===== config.mk =====
export PLATFORM = sky130hd
export DESIGN_NAME = instr_encode_loader
export DESIGN_NICKNAME = d
export VERILOG_FILES = /design/src/rtl/instr_encode_loader.sv
export SDC_FILE = /design/constraint.sdc
export NUM_CORES = 1
export LEC_CHECK = 0
export CORE_ASPECT_RATIO = 1.4
export CORE_MARGIN = 3
export CORE_UTILIZATION = 54
export CTS_CLUSTER_SIZE = 16
export DETAILED_ROUTE_END_ITERATION = 10
export GPL_TIMING_DRIVEN = 0
export PLACE_DENSITY = 0.77
export SLEW_MARGIN = 10
export SYNTH_ARGS = -nofsm -noshare
export SYNTH_HDL_FRONTEND = slang
export SYNTH_SLANG_ARGS = --single-unit

===== constraint.sdc =====
create_clock -name clk -period 4.8 [get_ports clk]
set_clock_uncertainty 0.15 [all_clocks]
set_input_delay 0.48 -clock clk [delete_from_list [all_inputs] [get_ports clk]]
set_output_delay 0.48 -clock clk [all_outputs]
set_load 0.005 [all_outputs]

===== src/rtl/instr_encode_loader.sv =====
// Encodes R/I-type operation requests into 32-bit MIPS words and streams them
// through a small FIFO into instruction memory. Optional macro: ENC_ILLEGAL_TRAP_EN.
module instr_encode_loader #(
    parameter int                DEPTH     = 4,
    parameter int                ADDR_W    = 8,
    parameter logic [ADDR_W-1:0] BASE_ADDR = '0
) (
    input  logic              clk,
    input  logic              rst_n,
    input  logic              clr,
    input  logic              req_valid,
    output logic              req_ready,
    input  logic [1:0]        req_type,
    input  logic [2:0]        req_aop,
    input  logic [4:0]        req_rs,
    input  logic [4:0]        req_rt,
    input  logic [4:0]        req_rd,
    input  logic [15:0]       req_imm,
    output logic              imem_we,
    input  logic              imem_ready,
    output logic [ADDR_W-1:0] imem_addr,
    output logic [31:0]       imem_wdata,
    output logic [15:0]       word_cnt,
    output logic              err_illegal
);
    localparam int PTR_W = $clog2(DEPTH);
    localparam int CNT_W = PTR_W + 1;

    logic              enc_valid_q, enc_valid_d;
    logic [31:0]       enc_word_q, enc_word_d;
    logic [31:0]       fifo_mem_q [DEPTH];
    logic [PTR_W-1:0]  rd_ptr_q, rd_ptr_d, wr_ptr_q, wr_ptr_d;
    logic [CNT_W-1:0]  count_q, count_d;
    logic [ADDR_W-1:0] addr_q, addr_d;
    logic [15:0]       word_cnt_q, word_cnt_d;
    logic [31:0]       last_word_q, last_word_d;
    logic [5:0]        funct, imm_op;
    logic [31:0]       req_word;
    logic              accept, push, pop, fifo_empty, drop_req;

    always_comb begin
        funct  = 6'b000100;
        imm_op = 6'b001000;
        case (req_aop)
            3'b100: begin funct = 6'b100000; imm_op = 6'b001000; end
            3'b101:       funct = 6'b100010;
            3'b000: begin funct = 6'b100100; imm_op = 6'b001100; end
            3'b001:       funct = 6'b100101;
            3'b010: begin funct = 6'b100110; imm_op = 6'b001110; end
            3'b011:       funct = 6'b100111;
            3'b110: begin funct = 6'b101011; imm_op = 6'b001011; end
            default:      funct = 6'b000100;
        endcase
        case (req_type)
            2'd0:    req_word = {6'b000000, req_rs, req_rt, req_rd, 5'b00000, funct};
            2'd1:    req_word = {imm_op, req_rs, req_rt, req_imm};
            2'd2:    req_word = {6'b100011, req_rs, req_rt, req_imm};
            default: req_word = {6'b101011, req_rs, req_rt, req_imm};
        endcase
    end

    // The encode stage counts toward capacity, so a full pipe never overruns the FIFO.
    assign fifo_empty = (count_q == '0);
    assign req_ready  = !clr && ((count_q + CNT_W'(enc_valid_q)) < CNT_W'(DEPTH));
    assign accept     = req_valid && req_ready;
    assign push       = enc_valid_q;
    assign pop        = !fifo_empty && imem_ready;

`ifdef ENC_ILLEGAL_TRAP_EN
    logic err_q, err_d;
    assign drop_req = accept && (req_type == 2'd1) &&
                      !(req_aop == 3'b100 || req_aop == 3'b000 ||
                        req_aop == 3'b010 || req_aop == 3'b110);
    assign err_d       = clr ? 1'b0 : (err_q | drop_req);
    assign err_illegal = err_q;
    always_ff @(posedge clk or negedge rst_n) begin
        if (!rst_n) err_q <= 1'b0;
        else        err_q <= err_d;
    end
`else
    assign drop_req    = 1'b0;
    assign err_illegal = 1'b0;
`endif

    always_comb begin
        enc_valid_d = accept && !drop_req;
        enc_word_d  = accept ? req_word : enc_word_q;
        wr_ptr_d    = push ? wr_ptr_q + 1'b1 : wr_ptr_q;
        rd_ptr_d    = pop ? rd_ptr_q + 1'b1 : rd_ptr_q;
        count_d     = count_q + CNT_W'(push) - CNT_W'(pop);
        addr_d      = pop ? addr_q + 1'b1 : addr_q;
        word_cnt_d  = pop ? word_cnt_q + 16'd1 : word_cnt_q;
        last_word_d = pop ? fifo_mem_q[rd_ptr_q] : last_word_q;
        if (clr) begin
            enc_valid_d = 1'b0;
            wr_ptr_d    = '0;
            rd_ptr_d    = '0;
            count_d     = '0;
            addr_d      = BASE_ADDR;
            word_cnt_d  = '0;
            last_word_d = last_word_q;
        end
    end

    always_ff @(posedge clk or negedge rst_n) begin
        if (!rst_n) begin
            enc_valid_q <= 1'b0;
            enc_word_q  <= '0;
            wr_ptr_q    <= '0;
            rd_ptr_q    <= '0;
            count_q     <= '0;
            addr_q      <= BASE_ADDR;
            word_cnt_q  <= '0;
            last_word_q <= '0;
        end else begin
            enc_valid_q <= enc_valid_d;
            enc_word_q  <= enc_word_d;
            wr_ptr_q    <= wr_ptr_d;
            rd_ptr_q    <= rd_ptr_d;
            count_q     <= count_d;
            addr_q      <= addr_d;
            word_cnt_q  <= word_cnt_d;
            last_word_q <= last_word_d;
        end
    end

    // Storage needs no reset: occupancy alone decides which entries are live.
    always_ff @(posedge clk) begin
        if (push && !clr) fifo_mem_q[wr_ptr_q] <= enc_word_q;
    end

    assign imem_we    = !fifo_empty;
    assign imem_addr  = addr_q;
    assign imem_wdata = fifo_empty ? last_word_q : fifo_mem_q[rd_ptr_q];
    assign word_cnt   = word_cnt_q;
endmodule


* After elaboration in Yosys (flattened, before gate mapping)
Memories as Yosys holds them, arrays and structs flattened. Cells that the tools add are included.
Word-level totals: output and inout port bits 59, latch bits 0, memory bits (writable) 128, bits in read-only memories 0, logic and storage cells 53, memories kept 1, register bits after elaboration 96, bits of input ports 41
Operators by class: muxes and demuxes 16, div/mod/pow operators 0, $add $sub $neg 6, equality and inequality tests 8, reductions and logical operators 12, $lt $le $gt $ge 1, multipliers 0, shifts and indexed selects 0, bitwise logic cells 1
Memory list:
- fifo_mem_q | words 4, width 32, rd ports 1, clocked after memory_dff 0, write ports 1, line 31 | logic [31:0] fifo_mem_q [DEPTH];
Operators with widths (count):
- 32-bit case mux with 3 select lines | 1
- 6-bit case mux with 7 select lines | 1
- 16-bit two-way mux | 2
- 32-bit two-way mux | 1
- 16-bit by 1-bit adder with 16-bit output, second input constant | 1
- 8-bit two-way mux | 2
- 3-bit == test, second input constant | 3
- 3-bit case mux with 3 select lines | 1
- 8-bit by 1-bit adder with 8-bit output, second input constant | 1
- 2-bit two-way mux | 4
- 3-bit by 2-bit == test with 1-bit output, second input constant | 2
- 3-bit logical NOT | 2
- 2-bit by 1-bit adder with 2-bit output, second input constant | 2
- 1-bit logical AND | 4
- 2-bit nonzero test | 2
- 3-bit by 1-bit adder with 3-bit output | 1
- 3-bit by 1-bit == test with 1-bit output, second input constant | 1
- 3-bit < comparator, second input constant | 1
- 1-bit two-way mux | 3
- 3-bit two-way mux | 1
- 3-bit by 1-bit subtractor with 3-bit output | 1
- 2-bit by 1-bit == test with 1-bit output, second input constant | 1
- 2-bit == test, second input constant | 1
- 1-bit logical NOT | 2
- 3 further kinds | 3

* Depth between registers and ports, before layout
depth after elaboration 5, mapped depth 8, depth with buffers taken out 6

* Worst setup path before layout
Ideal clock, no wire load.
kind register to output, start point register rd_ptr_q[0], end point output port imem_wdata[10], required time 4170 ps, data arrival time 1572 ps, path buffers 2, cell stages (with the launch flop) 5, slack 2598 ps, cells stage by stage dfrtp_1 buf_2 buf_2 mux4_2 mux2_2
On the way: word-level cells in the longest chain between the ends 2
RTL lines:
- start: declaration | line 32 | logic [PTR_W-1:0] rd_ptr_q, rd_ptr_d, wr_ptr_q, wr_ptr_d;
- start signal: assignment | line 119 | rd_ptr_q <= rd_ptr_d;
- memory read 4 x 32 bit
- 32-bit two-way mux | line 134 | assign imem_wdata = fifo_empty ? last_word_q : fifo_mem_q[rd_ptr_q];
- end: declaration | line 22 | output logic [31:0] imem_wdata,
No other way between the ends.

* Worst setup path after layout
start point register count_q[2], end point output port imem_wdata[12]
On the way: word-level cells in the longest chain between the ends 2
RTL lines:
- start: declaration | line 33 | logic [CNT_W-1:0] count_q, count_d;
- start signal: assignment | line 120 | count_q <= count_d;
- 3-bit logical NOT | line 63 | assign fifo_empty = (count_q == '0);
- 32-bit two-way mux | line 134
No other way between the ends.

==> flow_summary_export.csv <==
group,metric,value,unit
power,powerDensity,549,mW/mm2
power,p_sw,1.58,mW
worst_setup_path,worstSetupPathType,"reg -> out",
sta,setup_tns,0,ps
yosys,synth_area,0.00897,mm2
clock_network,clockRootBuffer,"clkbuf_16",
worst_hold_path,holdPathStages,2,
floorplan,rows,55,
worst_setup_path,reg2reg_setup_slack,2320,ps
worst_setup_path,worstSetupStartpointType,"register",
floorplan,die_h,159,um
final_layout,fin_area,0.0110,mm2
final_layout,area.growth.synth_to_final,22.4,%
clock_network,clk_latency,490,ps
worst_setup_path,required,4170,ps
final_layout,nFillCells,1130,
placement,hpwl,12.0,mm
floorplan,die_w,115,um
sta,tightest_slew,696,ps
final_layout,diodes,0,
power,p_int,4.45,mW
power,p_seq_share,42.6,%
drt,drt_iter0_drc,361,
worst_setup_path,r2r_end,"enc_word_q[5]",
power,ir_drop,0.311,mV
drt,firstDrtPassIters,5,
clock_network,cts_sinks,218,
yosys,syn_avg_cell_area,16.3,um2
global_routing,grt_max_degree,53,
final_layout,drive_above_1_share,25.1,%
placement,dp_slack,1710,ps
worst_setup_path,arrival,3030,ps
sta,setup_viol,0,
clock_network,cts-resized-gates,0,
drt,ant_nets,0,
drt,wl_met2,9.76,mm
yosys,synth_compound_area_share,2.54,%
drt,routedWlPerCell,20.7,um
sta,slew_headroom,53.4,%
worst_setup_path,timing.rr.start,"enc_valid_q",
sta,hold_viol,0,
worst_setup_path,r2r_cells,8,
final_layout,finalNetCount,726,
global_routing,gr-total-overflow,0,
final_layout,fin_cells,888,
yosys,synthArstFlopShare,43.1,%
yosys,synth-simple-area-share,6.18,%
clock_network,cts_tree,"yes",
global_routing,antenna_found_initial,0,
final_layout,mostFrequentLayoutCell,"edfxtp_1",
drt,routed_via_density,5.76,
yosys,synth_xor_area_share,2.15,%
yosys,synth-edff-count,124,
yosys,ys.flop_type,"edfxtp_1",
sta,worst_hold_slack,256,ps
placement,dpl-instance-area,0.0103,mm2
power,p_leak,4.06,nW
placement,placedCellCount,850,
drt,drt-met1-wl,7.06,mm
placement,gp_congestion,0.828,
power,combinationalPowerShare,30.3,%
floorplan,dieArea,0.0182,mm2
power,switching_share,26.2,%
sta,setup_ws,1140,ps
clock_network,clock_path_buffers,3,
job,cap_violations,0,
worst_setup_path,cp_max_fo,10,
drt,drc,0,
final_layout,fin_util,67.6,%
yosys,synth_seq_cells,218,
yosys,yosysWarnings,0,
power,clkPwrFrac,27.1,%
drt,totalWireLength,18.4,mm
worst_setup_path,cp-end-kind,"output pin",
sta,finalCritPeriodShare,76.1,%
yosys,synth-seq-area-share,67.7,%
placement,portBuffers,96,
run_status,outcome,"finished clean",
yosys,synth_top_family_by_area,"multiplexers",
sta,rsz0062_at_grt,"false",
yosys,synthDistinctLibCells,42,
clock_network,cts_buffers,21,
global_routing,grt_pass1_vias,5444,
worst_hold_path,hp-class,"in -> reg",
drt,dr_wl_met3,1.17,mm
clock_network,clk_pin_slew,60,ps
sta,drv_slew,0,
power,finalPower,6.04,mW
clock_network,h-tree-depth,1,
yosys,muxShareOfSynthArea,17.8,%
drt,top_layer,"met4",
sta,min_period,3660,ps
global_routing,track_usage,20.7,%
yosys,synth_fa_ha_area_share,1.39,%
drt,vias,5113,
sta,max_freq,274,MHz
floorplan,core_area,0.0162,mm2
floorplan,pin_count,100,
floorplan,initial_core_util,55.2,%
final_layout,layout_common_cells,"edfxtp_1, clkdlybuf4s50_1, dfrtp_1",
worst_hold_path,min_to,"word_cnt[10]",
yosys,synth_cells,549,
global_routing,grt_pass1_wl,28.9,mm
worst_hold_path,hold_start,"clr",
==> worst max-delay path, cell delays in order, from the launching register on <==
cell and delay (ps):
dfrtp_1 430, nor3_1 560, inv_1 300, buf_1 390, mux2_2 360, clkdlybuf4s50_1 510
==> cells by family after synthesis <==
logic type               after synthesis
adder cells (fa/ha/maj)               10
multiplexers                         111
AO/OA/AOI/OAI                         37
AND/OR/NAND/NOR                      106
flip-flops                           218
other                                  1
XOR/XNOR                              22
buffers and inverters                 44
==> synthesized netlist by cell type, types with 2 or more instances <==
cell      count  area (um2)
a21oi_1      10        50.1
a31oi_1       7        43.8
and2_1        6        37.5
and3_1        2        12.5
buf_1         5        18.8
buf_2        14        70.1
buf_4         2        15.0
clkbuf_1      6        22.5
dfrtp_1      94        2350
edfxtp_1    124        3720
ha_1         10         125
inv_1        16        60.1
mux2_2       77         867
mux2i_1       3        30.0
mux4_2       31         698
nand2_1      23        86.3
nand3_1      13        65.1
nand4_1       6        37.5
nor2_1       35         131
nor2b_1       2        12.5
nor3_1        2        10.0
nor4b_1       2        17.5
o211ai_1      2        15.0
o21ai_0      13        65.1
o31ai_1       3        22.5
or3_1         2        12.5
or3_2         2        15.0
or4_1         3        22.5
xnor2_1       8        70.1
xor2_1       14         123
==> state kept, by name, summed over array words and instances (netlist names) <==
signal	flops
last_word_q	31
word_cnt	16
rd_ptr_q	2
fifo_mem_q	124
enc_word_q	31
wr_ptr_q	2
count_q	3
imem_addr	8
enc_valid_q	1
==> worst max path at each step <==
stage | start | to | slack, ps
finish | count_q[2] | imem_wdata[12] | 1140
global route | count_q[2] | imem_wdata[16] | 1020
CTS | count_q[2] | imem_wdata[16] | 1170
detailed placement | count_q[2] | imem_wdata[16] | 1710
global placement | rst_n | last_word_q[4] | -680
floorplan | rd_ptr_q[0] | imem_wdata[10] | 2600
==> power by group through the flow <==
| stage | registers (mW) | clock network (mW) | logic, mW |
|---|---|---|---|
| after global routing | 2.62 | 1.74 | 1.99 |
| final | 2.57 | 1.63 | 1.83 |
| after global placement | 2.57 | 0 | 1.79 |
| after floorplan | 2.54 | 0 | 1.04 |
| after detailed placement | 2.61 | 0 | 1.85 |
| after CTS | 2.58 | 1.67 | 1.86 |
==> routing by layer <==
layer	GRT usage, %	up-vias
met2	36.2	192
met4	6.49	0
met3	3.61	31
li1	-	2304
met5	0	-
met1	26.4	2586
==> area by class of cell <==
class | count | area (um2) | share of cell area [%]
buffer | 28 | 138 | 1.25
inverter | 16 | 60.1 | 0.547
tap | 199 | 249 | 2.27
sequential | 218 | 6080 | 55.3
clock inverter | 8 | 114 | 1.04
clock buffer | 29 | 566 | 5.15
timing repair buffer | 102 | 1080 | 9.80
multi-input combinational | 288 | 2710 | 24.6
==> what timing repair did <==
item / in CTS / in global routing
endpoints found under the hold margin: 42 / 0
hold buffers: 1 / 0
buffers inserted: 0 / 0
Note: power is estimated with default switching activity, not from simulation.
